<file path="src/rtl/mult_div_unit.sv">
// Iterative signed multiply/divide unit: 32 magnitude shift iterations followed by
// one sign-correction cycle, with architectural HI/LO registers and a sticky DIV0 flag.
module mult_div_unit #(
    parameter int WIDTH = 32
) (
    input  logic             clk,
    input  logic             reset_in,
    input  logic             start,
    input  logic             Div_Mult_Ctrl,
    input  logic [WIDTH-1:0] a_in,
    input  logic [WIDTH-1:0] b_in,
    input  logic             write,
    output logic [WIDTH-1:0] HI,
    output logic [WIDTH-1:0] LO,
    output logic             busy,
    output logic             done,
    output logic             DIV0
);

    localparam int CW = $clog2(WIDTH);
    localparam logic [CW-1:0] CNT_LAST = CW'(WIDTH - 1);
    localparam logic [CW-1:0] CNT_ONE  = CW'(1);

    typedef enum logic [1:0] {S_IDLE, S_RUN, S_FINISH, S_DONE} state_t;

    state_t             state, state_next;
    logic [CW-1:0]      count;
    logic               op_div, sign_a, sign_b;
    logic [WIDTH-1:0]   mag_op;       // |a| addend for MULT, |b| divisor for DIV
    logic [2*WIDTH:0]   acc;          // {upper W+1 bits, lower W bits}
    logic [WIDTH-1:0]   res_hi, res_lo;

    logic               div_by_zero;
    logic [WIDTH-1:0]   mag_a, mag_b;
    logic [2*WIDTH:0]   mul_next, div_next;
    logic [WIDTH:0]     mul_upper, rem_sh;
    logic [WIDTH+1:0]   diff;
    logic [2*WIDTH-1:0] prod_s;
    logic [WIDTH-1:0]   quo_s, rem_s;

    assign mag_a       = a_in[WIDTH-1] ? -a_in : a_in;
    assign mag_b       = b_in[WIDTH-1] ? -b_in : b_in;
    assign div_by_zero = Div_Mult_Ctrl && (b_in == '0);

    // State register
    always_ff @(posedge clk or negedge reset_in) begin
        if (!reset_in) state <= S_IDLE;
        else           state <= state_next;
    end

    // Next-state logic
    always_comb begin
        // NOTE: defaulting every always_comb output first keeps a missed branch from inferring a latch.
        state_next = state;
        case (state)
            S_IDLE:   if (start) state_next = div_by_zero ? S_DONE : S_RUN;
            S_RUN:    if (count == CNT_LAST) state_next = S_FINISH;
            S_FINISH: state_next = S_DONE;
            S_DONE:   state_next = S_IDLE;
            default:  state_next = S_IDLE;
        endcase
    end

    // Output logic
    always_comb begin
        busy = (state == S_RUN) || (state == S_FINISH);
        done = (state == S_DONE);
    end

    // One iteration of shift-add (LSB first) and restoring division (MSB first)
    always_comb begin
        mul_upper = acc[2*WIDTH:WIDTH] + (acc[0] ? {1'b0, mag_op} : '0);
        mul_next  = {mul_upper, acc[WIDTH-1:0]} >> 1;
        rem_sh    = {acc[2*WIDTH-1:WIDTH], acc[WIDTH-1]};
        diff      = {1'b0, rem_sh} - {2'b00, mag_op};
        if (!diff[WIDTH+1]) div_next = {diff[WIDTH:0], acc[WIDTH-2:0], 1'b1};
        else                div_next = {rem_sh, acc[WIDTH-2:0], 1'b0};
    end

    // Sign correction: remainder follows the dividend, so division truncates toward zero
    always_comb begin
        prod_s = (sign_a ^ sign_b) ? -acc[2*WIDTH-1:0] : acc[2*WIDTH-1:0];
        quo_s  = (sign_a ^ sign_b) ? -acc[WIDTH-1:0] : acc[WIDTH-1:0];
        rem_s  = sign_a ? -acc[2*WIDTH-1:WIDTH] : acc[2*WIDTH-1:WIDTH];
    end

    always_ff @(posedge clk or negedge reset_in) begin
        if (!reset_in) begin
            count  <= '0;
            op_div <= 1'b0;
            sign_a <= 1'b0;
            sign_b <= 1'b0;
            mag_op <= '0;
            acc    <= '0;
            res_hi <= '0;
            res_lo <= '0;
            DIV0   <= 1'b0;
            HI     <= '0;
            LO     <= '0;
        end else begin
            // NOTE: non-blocking updates let a write on the FINISH edge load the old res_hi/res_lo.
            if (write) begin
                HI <= res_hi;
                LO <= res_lo;
            end
            case (state)
                S_IDLE: if (start) begin
                    if (div_by_zero) begin
                        DIV0 <= 1'b1;
                    end else begin
                        DIV0   <= 1'b0;
                        count  <= '0;
                        op_div <= Div_Mult_Ctrl;
                        sign_a <= a_in[WIDTH-1];
                        sign_b <= b_in[WIDTH-1];
                        mag_op <= Div_Mult_Ctrl ? mag_b : mag_a;
                        acc    <= {{(WIDTH+1){1'b0}}, Div_Mult_Ctrl ? mag_a : mag_b};
                    end
                end
                S_RUN: begin
                    acc   <= op_div ? div_next : mul_next;
                    count <= count + CNT_ONE;
                end
                S_FINISH: begin
                    if (op_div) begin
                        res_hi <= rem_s;
                        res_lo <= quo_s;
                    end else begin
                        res_hi <= prod_s[2*WIDTH-1:WIDTH];
                        res_lo <= prod_s[WIDTH-1:0];
                    end
                end
                default: ;
            endcase
        end
    end

endmodule
</file>
<file path="config.mk">
export PLATFORM = sky130hd
export DESIGN_NAME = mult_div_unit
export DESIGN_NICKNAME = d
export VERILOG_FILES = /design/src/rtl/mult_div_unit.sv
export SDC_FILE = /design/constraint.sdc
export NUM_CORES = 1
export LEC_CHECK = 0
export BUFFER_PORTS_ARGS = -buffer_cell sky130_fd_sc_hd__buf_2
export CORE_UTILIZATION = 30
export DETAILED_ROUTE_END_ITERATION = 8
export HOLD_SLACK_MARGIN = 0.03
export SETUP_SLACK_MARGIN = 0.2
export SYNTH_ARGS = -nofsm -noshare
export SYNTH_HDL_FRONTEND = slang
export SYNTH_SLANG_ARGS = --single-unit
</file>
<file path="constraint.sdc">
create_clock -name clk -period 4.2 [get_ports clk]
set_clock_uncertainty 0.15 [all_clocks]
set_input_delay 0.42 -clock clk [delete_from_list [all_inputs] [get_ports clk]]
set_output_delay 0.42 -clock clk [all_outputs]
set_load 0.05 [all_outputs]
</file>
# Yosys cells after proc, flatten, opt, wreduce, memory -nomap -nowiden
# Index checks and enable logic that the tools add are counted.
[word_totals] in_bits=69 ff_bits=236 out_inout_bits=67 word_cells=61
[op_classes] n_addsub=8 n_bitwise=2 n_mux=23 n_eq_ne=7 n_reduce_logical=9
[op_table] cell="two-way mux 32 bit" count=9
[op_table] cell="two-way mux 65 bit" count=4
[op_table] cell="case mux 65 bit (2 select lines)" count=1
[op_table] cell="negator 32 bit" count=4
[op_table] cell="two-way mux 64 bit" count=1
[op_table] cell="negator 64 bit" count=1
[op_table] cell="subtractor 33 x 32 -> 34 bit" count=1
[op_table] cell="adder 33 x 32 -> 33 bit" count=1
[op_table] cell="logical NOT 32 bit" count=1
[op_table] cell="two-way mux 5 bit" count=2
[op_table] cell="case mux 5 bit (2 select lines)" count=1
[op_table] cell="case mux 2 bit (4 select lines)" count=1
[op_table] cell="two-way mux 2 bit" count=3
[op_table] cell="inequality test 2 bit, second input constant" count=3
[op_table] cell="AND reduction 3 bit" count=2
[op_table] cell="adder 5 x 1 -> 5 bit, second input constant" count=1
[op_table] cell="== test 5 bit, second input constant" count=1
[op_table] cell="== test 2 bit, second input constant" count=2
[op_table] cell="AND reduction 2 bit" count=2
[op_table] cell="== test 2 x 1 -> 1 bit, second input constant" count=1
[op_table] cell="logical NOT 2 bit" count=1
[op_table] cell="nonzero test 2 bit" count=1
[op_table] cell="logical AND 1 bit" count=1
[op_table] cell="logical OR 1 bit" count=1
[op_table] cell="3 further kinds" count=3

# Logic depth before layout (Yosys ltp)
[depth] depth_word=6 depth_mapped=13 mapped_depth_nobuf=12

# Least setup slack after synthesis
# Ideal clock, no wire load.
[synth_path] path_type="reg2reg" from="register acc[0]" to="register acc[63]" arrival_time_ns=3.204 setup_time_ns=0.126 slack_ns=0.720 n_path_buf=1 path_stages_with_launch=13 synth_period_minus_slack_ns=3.480 t_required_ns=3.924 path_cell_list="dfrtp_1 -> inv_1 -> clkbuf_1 -> nor2_1 -> ha_1 -> o211ai_1 -> a21oi_1 -> o41ai_2 -> a211oi_1 -> o41ai_1 -> o21ai_0 -> xor2_1 -> a221o_1"
[synth_between] elab_chain_cells=4
[synth_lines] item="from (decl)" line_no="30" text="logic [2*WIDTH:0] acc;"
[synth_lines] item="from (signal assigned)" line_no="117" text="acc <= {{(WIDTH+1){1'b0}}, Div_Mult_Ctrl ? mag_a : mag_b};"
[synth_lines] item="from (signal assigned)" line_no="121" text="acc <= op_div ? div_next : mul_next;"
[synth_lines] item="two-way mux 32 bit" line_no="72" text="mul_upper = acc[2*WIDTH:WIDTH] + (acc[0] ? {1'b0, mag_op} : '0);"
[synth_lines] item="adder 33 x 32 -> 33 bit" line_no="72"
[synth_lines] item="two-way mux 65 bit" line_no="121"
[synth_lines] item="case mux 65 bit (2 select lines)" line_no="106" text="case (state)"
# No other way between the ends.
# A chain may end at the register's enable or synchronous reset.

# Final worst setup path
[layout_path] from="register acc[0]" to="register acc[49]"
# The elaborated chain is that of the path after synthesis.

==> flow_metrics.env <==
export IMPL_synth_edf_count=0
export IMPL_cts_num_sinks=236
export IMPL_insertion_delay_ns=0.57
export IMPL_r2r_start="acc[0]$_DFFE_PN0P_"
export IMPL_grt_start_max_net_pins=114
export IMPL_rrSetupSlack_ns=0.36
export IMPL_power_leakage_nw=8.64
export IMPL_design_area_um2=20400
export IMPL_dieArea_um2=60100
export IMPL_chipWidth_um=245
export IMPL_core_area_um2=58000
export IMPL_wirelength_mm=59.6
export IMPL_stdcell_count=2972
export IMPL_async_flop_share=1.00
export IMPL_crit_fanout=10
export IMPL_cp_arrival_ns=4.10
export IMPL_num_fill_cells=5946
export IMPL_fin_nets=2334
export IMPL_cp_end_kind="flop"
export IMPL_antenna_cells=0
export IMPL_syn_nets=2223
export IMPL_cts_buffer_depth=3
export IMPL_synthAdderAreaFrac=0.0552
export IMPL_dpl_hpwl_mm=47.0
export IMPL_final_cell_mix="dfrtp_1, nor2_1, a21oi_1, nand2_1, o21ai_0"
export IMPL_antenna_found_initial=0
export IMPL_post_route_cells_drive_above_1_share=0.186
export IMPL_cts_tree="built"
export IMPL_tns_ns=0
export IMPL_grt_pass1_wl_mm=93.0
export IMPL_htreeDepth=1
export IMPL_min_path_type="in -> reg"
export IMPL_ys_ff_latch=236
export IMPL_viasPerCell=5.50
export IMPL_placementRows=88
export IMPL_tightest_slew_ns=0.959
export IMPL_setup_viol=0
export IMPL_cp_cell_sequence="clkinvlp_4 -> buf_4 -> nor2_1 -> ha_1 -> nand2b_1 -> a21oi_1 -> o41ai_2 -> buf_4 -> a21oi_1 -> a21o_1 -> a211o_1 -> a32oi_1 -> o211ai_1"
export IMPL_syn_mean_instance_area_um2=8.53
export IMPL_initial_core_util=0.306
export IMPL_slew_violations=0
export IMPL_cts_root_buffer="clkbuf_16"
export IMPL_cp_slowest_stage_delay_ns=0.52
export IMPL_swShare=0.507
export IMPL_outcome="finished clean"
export IMPL_clockPowerShare=0.140
export IMPL_wl_per_cell_um=20.1
export IMPL_required_ns=4.46
export IMPL_max_freq_mhz=260
export IMPL_drtIter0Drc=1490
export IMPL_layout_commonest_cell="dfrtp_1"
export IMPL_critPathLaunchType="flop"
export IMPL_grt_pass1_vias=15700
export IMPL_ys_types=94
export IMPL_io_pins=136
export IMPL_die_h_um=245
export IMPL_synthFlopType="dfrtp_1"
export IMPL_p_seq_frac=0.241
export IMPL_p_sw_mw=9.20
export IMPL_synth_xor_area_share=0.0805
export IMPL_slowest_stage="dfrtp_1"
export IMPL_clkTransAtPathRegs_ns=0.07
export IMPL_place_gp_congestion=0.992
export IMPL_finalHoldViolCount=0
export IMPL_drc=0
export IMPL_cellInternalPower_mw=8.96
export IMPL_area_delta_synth_final_pct=15.2
export IMPL_power_mw=18.2
export IMPL_ant_nets=0
export IMPL_hold_path_startpoint="a_in[0]"
export IMPL_fin_util=0.352
export IMPL_combinationalPowerShare=0.620
export IMPL_drv_cap=0
export IMPL_pwr_density_cell_nw_per_um2=889
export IMPL_portBuffers=135
export IMPL_grt_use_total=0.196
export IMPL_synthSimpleGateAreaFrac=0.174
export IMPL_placedCellCount=2917
export IMPL_vias=16300
export IMPL_synth_cells=2077
export IMPL_grt_overflow=0
export IMPL_yosys_mux_area_fraction=0.0834
export IMPL_min_period_ns=3.84
export IMPL_crit_type="reg -> reg"
export IMPL_syn_area_um2=17700
export IMPL_fin_crit_sh=0.915
export IMPL_vdd_ir_drop_max_mv=0.504
export IMPL_ys_seq_area_frac=0.333
export IMPL_rsz0062_at_grt="true"
export IMPL_cts_buffers=26
export IMPL_relSlewSlack=0.361
export IMPL_synth_top_family_by_area="compound AO/OA/AOI/OAI gates"
export IMPL_placed_area_um2=19400
export IMPL_yosysWarningCount=0
export IMPL_synth_compound_area_frac=0.227
export IMPL_drtPass1Iterations=5
export IMPL_startpoint="acc[0]$_DFFE_PN0P_"
-- synthesized netlist by cell type (all sizes together) (20+ instances only) --
cell | n | share of area
o211ai | 34 | 0.015
nand3 | 42 | 0.012
xnor2 | 83 | 0.041
a211oi | 31 | 0.013
o31ai | 23 | 0.011
or4 | 25 | 0.011
o21ai | 150 | 0.043
dfrtp | 236 | 0.33
nor3 | 36 | 0.010
mux2i | 25 | 0.014
ha | 75 | 0.053
nor2 | 224 | 0.047
o21a | 20 | 0.0085
nor4 | 27 | 0.012
a21o | 31 | 0.013
mux2 | 109 | 0.069
buf | 28 | 0.0089
nand2 | 166 | 0.035
inv | 73 | 0.015
clkbuf | 100 | 0.022
a31oi | 24 | 0.0085
a21oi | 186 | 0.053
xor2 | 80 | 0.040
-- routing by layer --
metal,vias up,global-route usage,wire length [µm]
met5,-,0,0
li1,7796,-,-
met1,7927,0.276,27700
met2,541,0.309,26600
met3,82,0.0277,3620
met4,0,0.0597,1730
-- state kept, by name, indices dropped and copies added, names as in the netlist --
register / flops
acc: 65
HI: 32
LO: 32
mag_op: 32
res_hi: 32
res_lo: 32
count: 5
state: 2
DIV0: 1
op_div: 1
sign_a: 1
sign_b: 1
-- cell type report --
type	instances	area, µm²	share of cell area
clock inverters	15	231	0.0113
flip-flops and latches	236	5910	0.289
multi-input cells	1636	11000	0.539
well taps	765	957	0.0469
clock buffers	32	723	0.0354
inverters	75	285	0.0140
repair buffers	213	1300	0.0639
-- cells by family (layout without fill, tap and decap cells) --
kind of cell             Yosys count  count (layout)
AO/OA/AOI/OAI                    623             623
XOR/XNOR                         163             163
adder cells (fa/ha/maj)           77              77
buffers and inverters            205             335
flip-flops                       236             236
multiplexers                     134             134
AND/OR/NAND/NOR                  639             639
-- worst max-delay path: cells and delay by family (launching register included) --
| family | cells | cell delay, ns |
|---|---|---|
| buffers and inverters | 3 | 0.74 |
| and+or+nand+nor | 2 | 0.27 |
| DFF | 1 | 0.52 |
| AOI/OAI and AO/OA | 7 | 1.72 |
| adders and majority gates | 1 | 0.27 |
-- what timing repair did --
action | in CTS | in global routing
gates resized for setup | 0 | 3
hold buffers | 2 | 0
endpoints found under the setup margin | 0 | 5
buffers inserted | 0 | 6
endpoints found under the hold margin | 103 | 0
-- worst paths after layout --
path | end | depth (start not counted)
max in group asynchronous | HI[26]$_DFFE_PN0P_ | 3
worst min-delay path | mag_op[0]$_DFFE_PN0P_ | 3
worst min register to register | mag_op[12]$_DFFE_PN0P_ | 2
min in group asynchronous | mag_op[7]$_DFFE_PN0P_ | 2
worst max register to register | acc[49]$_DFFE_PN0P_ | 13
worst max-delay path | acc[49]$_DFFE_PN0P_ | 13
-- power groups by stage --
| stage | combinational, mW | clock, mW | sequential [mW] |
|---|---|---|---|
| detailed placement | 11.0 | 0 | 4.39 |
| floorplan | 7.09 | 0 | 5.08 |
| CTS | 11.1 | 2.59 | 4.35 |
| global placement | 11.0 | 0 | 4.35 |
| finish | 11.2 | 2.54 | 4.37 |
| global route | 12.2 | 2.69 | 4.52 |
-- stage by stage --
stage / setup slack, ns / hold slack [ns]
6_report: 0.358 / 0.0917
5_1_grt: 0.147 / 0.140
4_1_cts: 0.283 / 0.0521
3_5_place_dp: 0.335 / 0.319
3_3_place_gp: 0.418 / 0.311
2_1_floorplan: 0.720 / -0.0256
(Power assumes the default switching activity.)
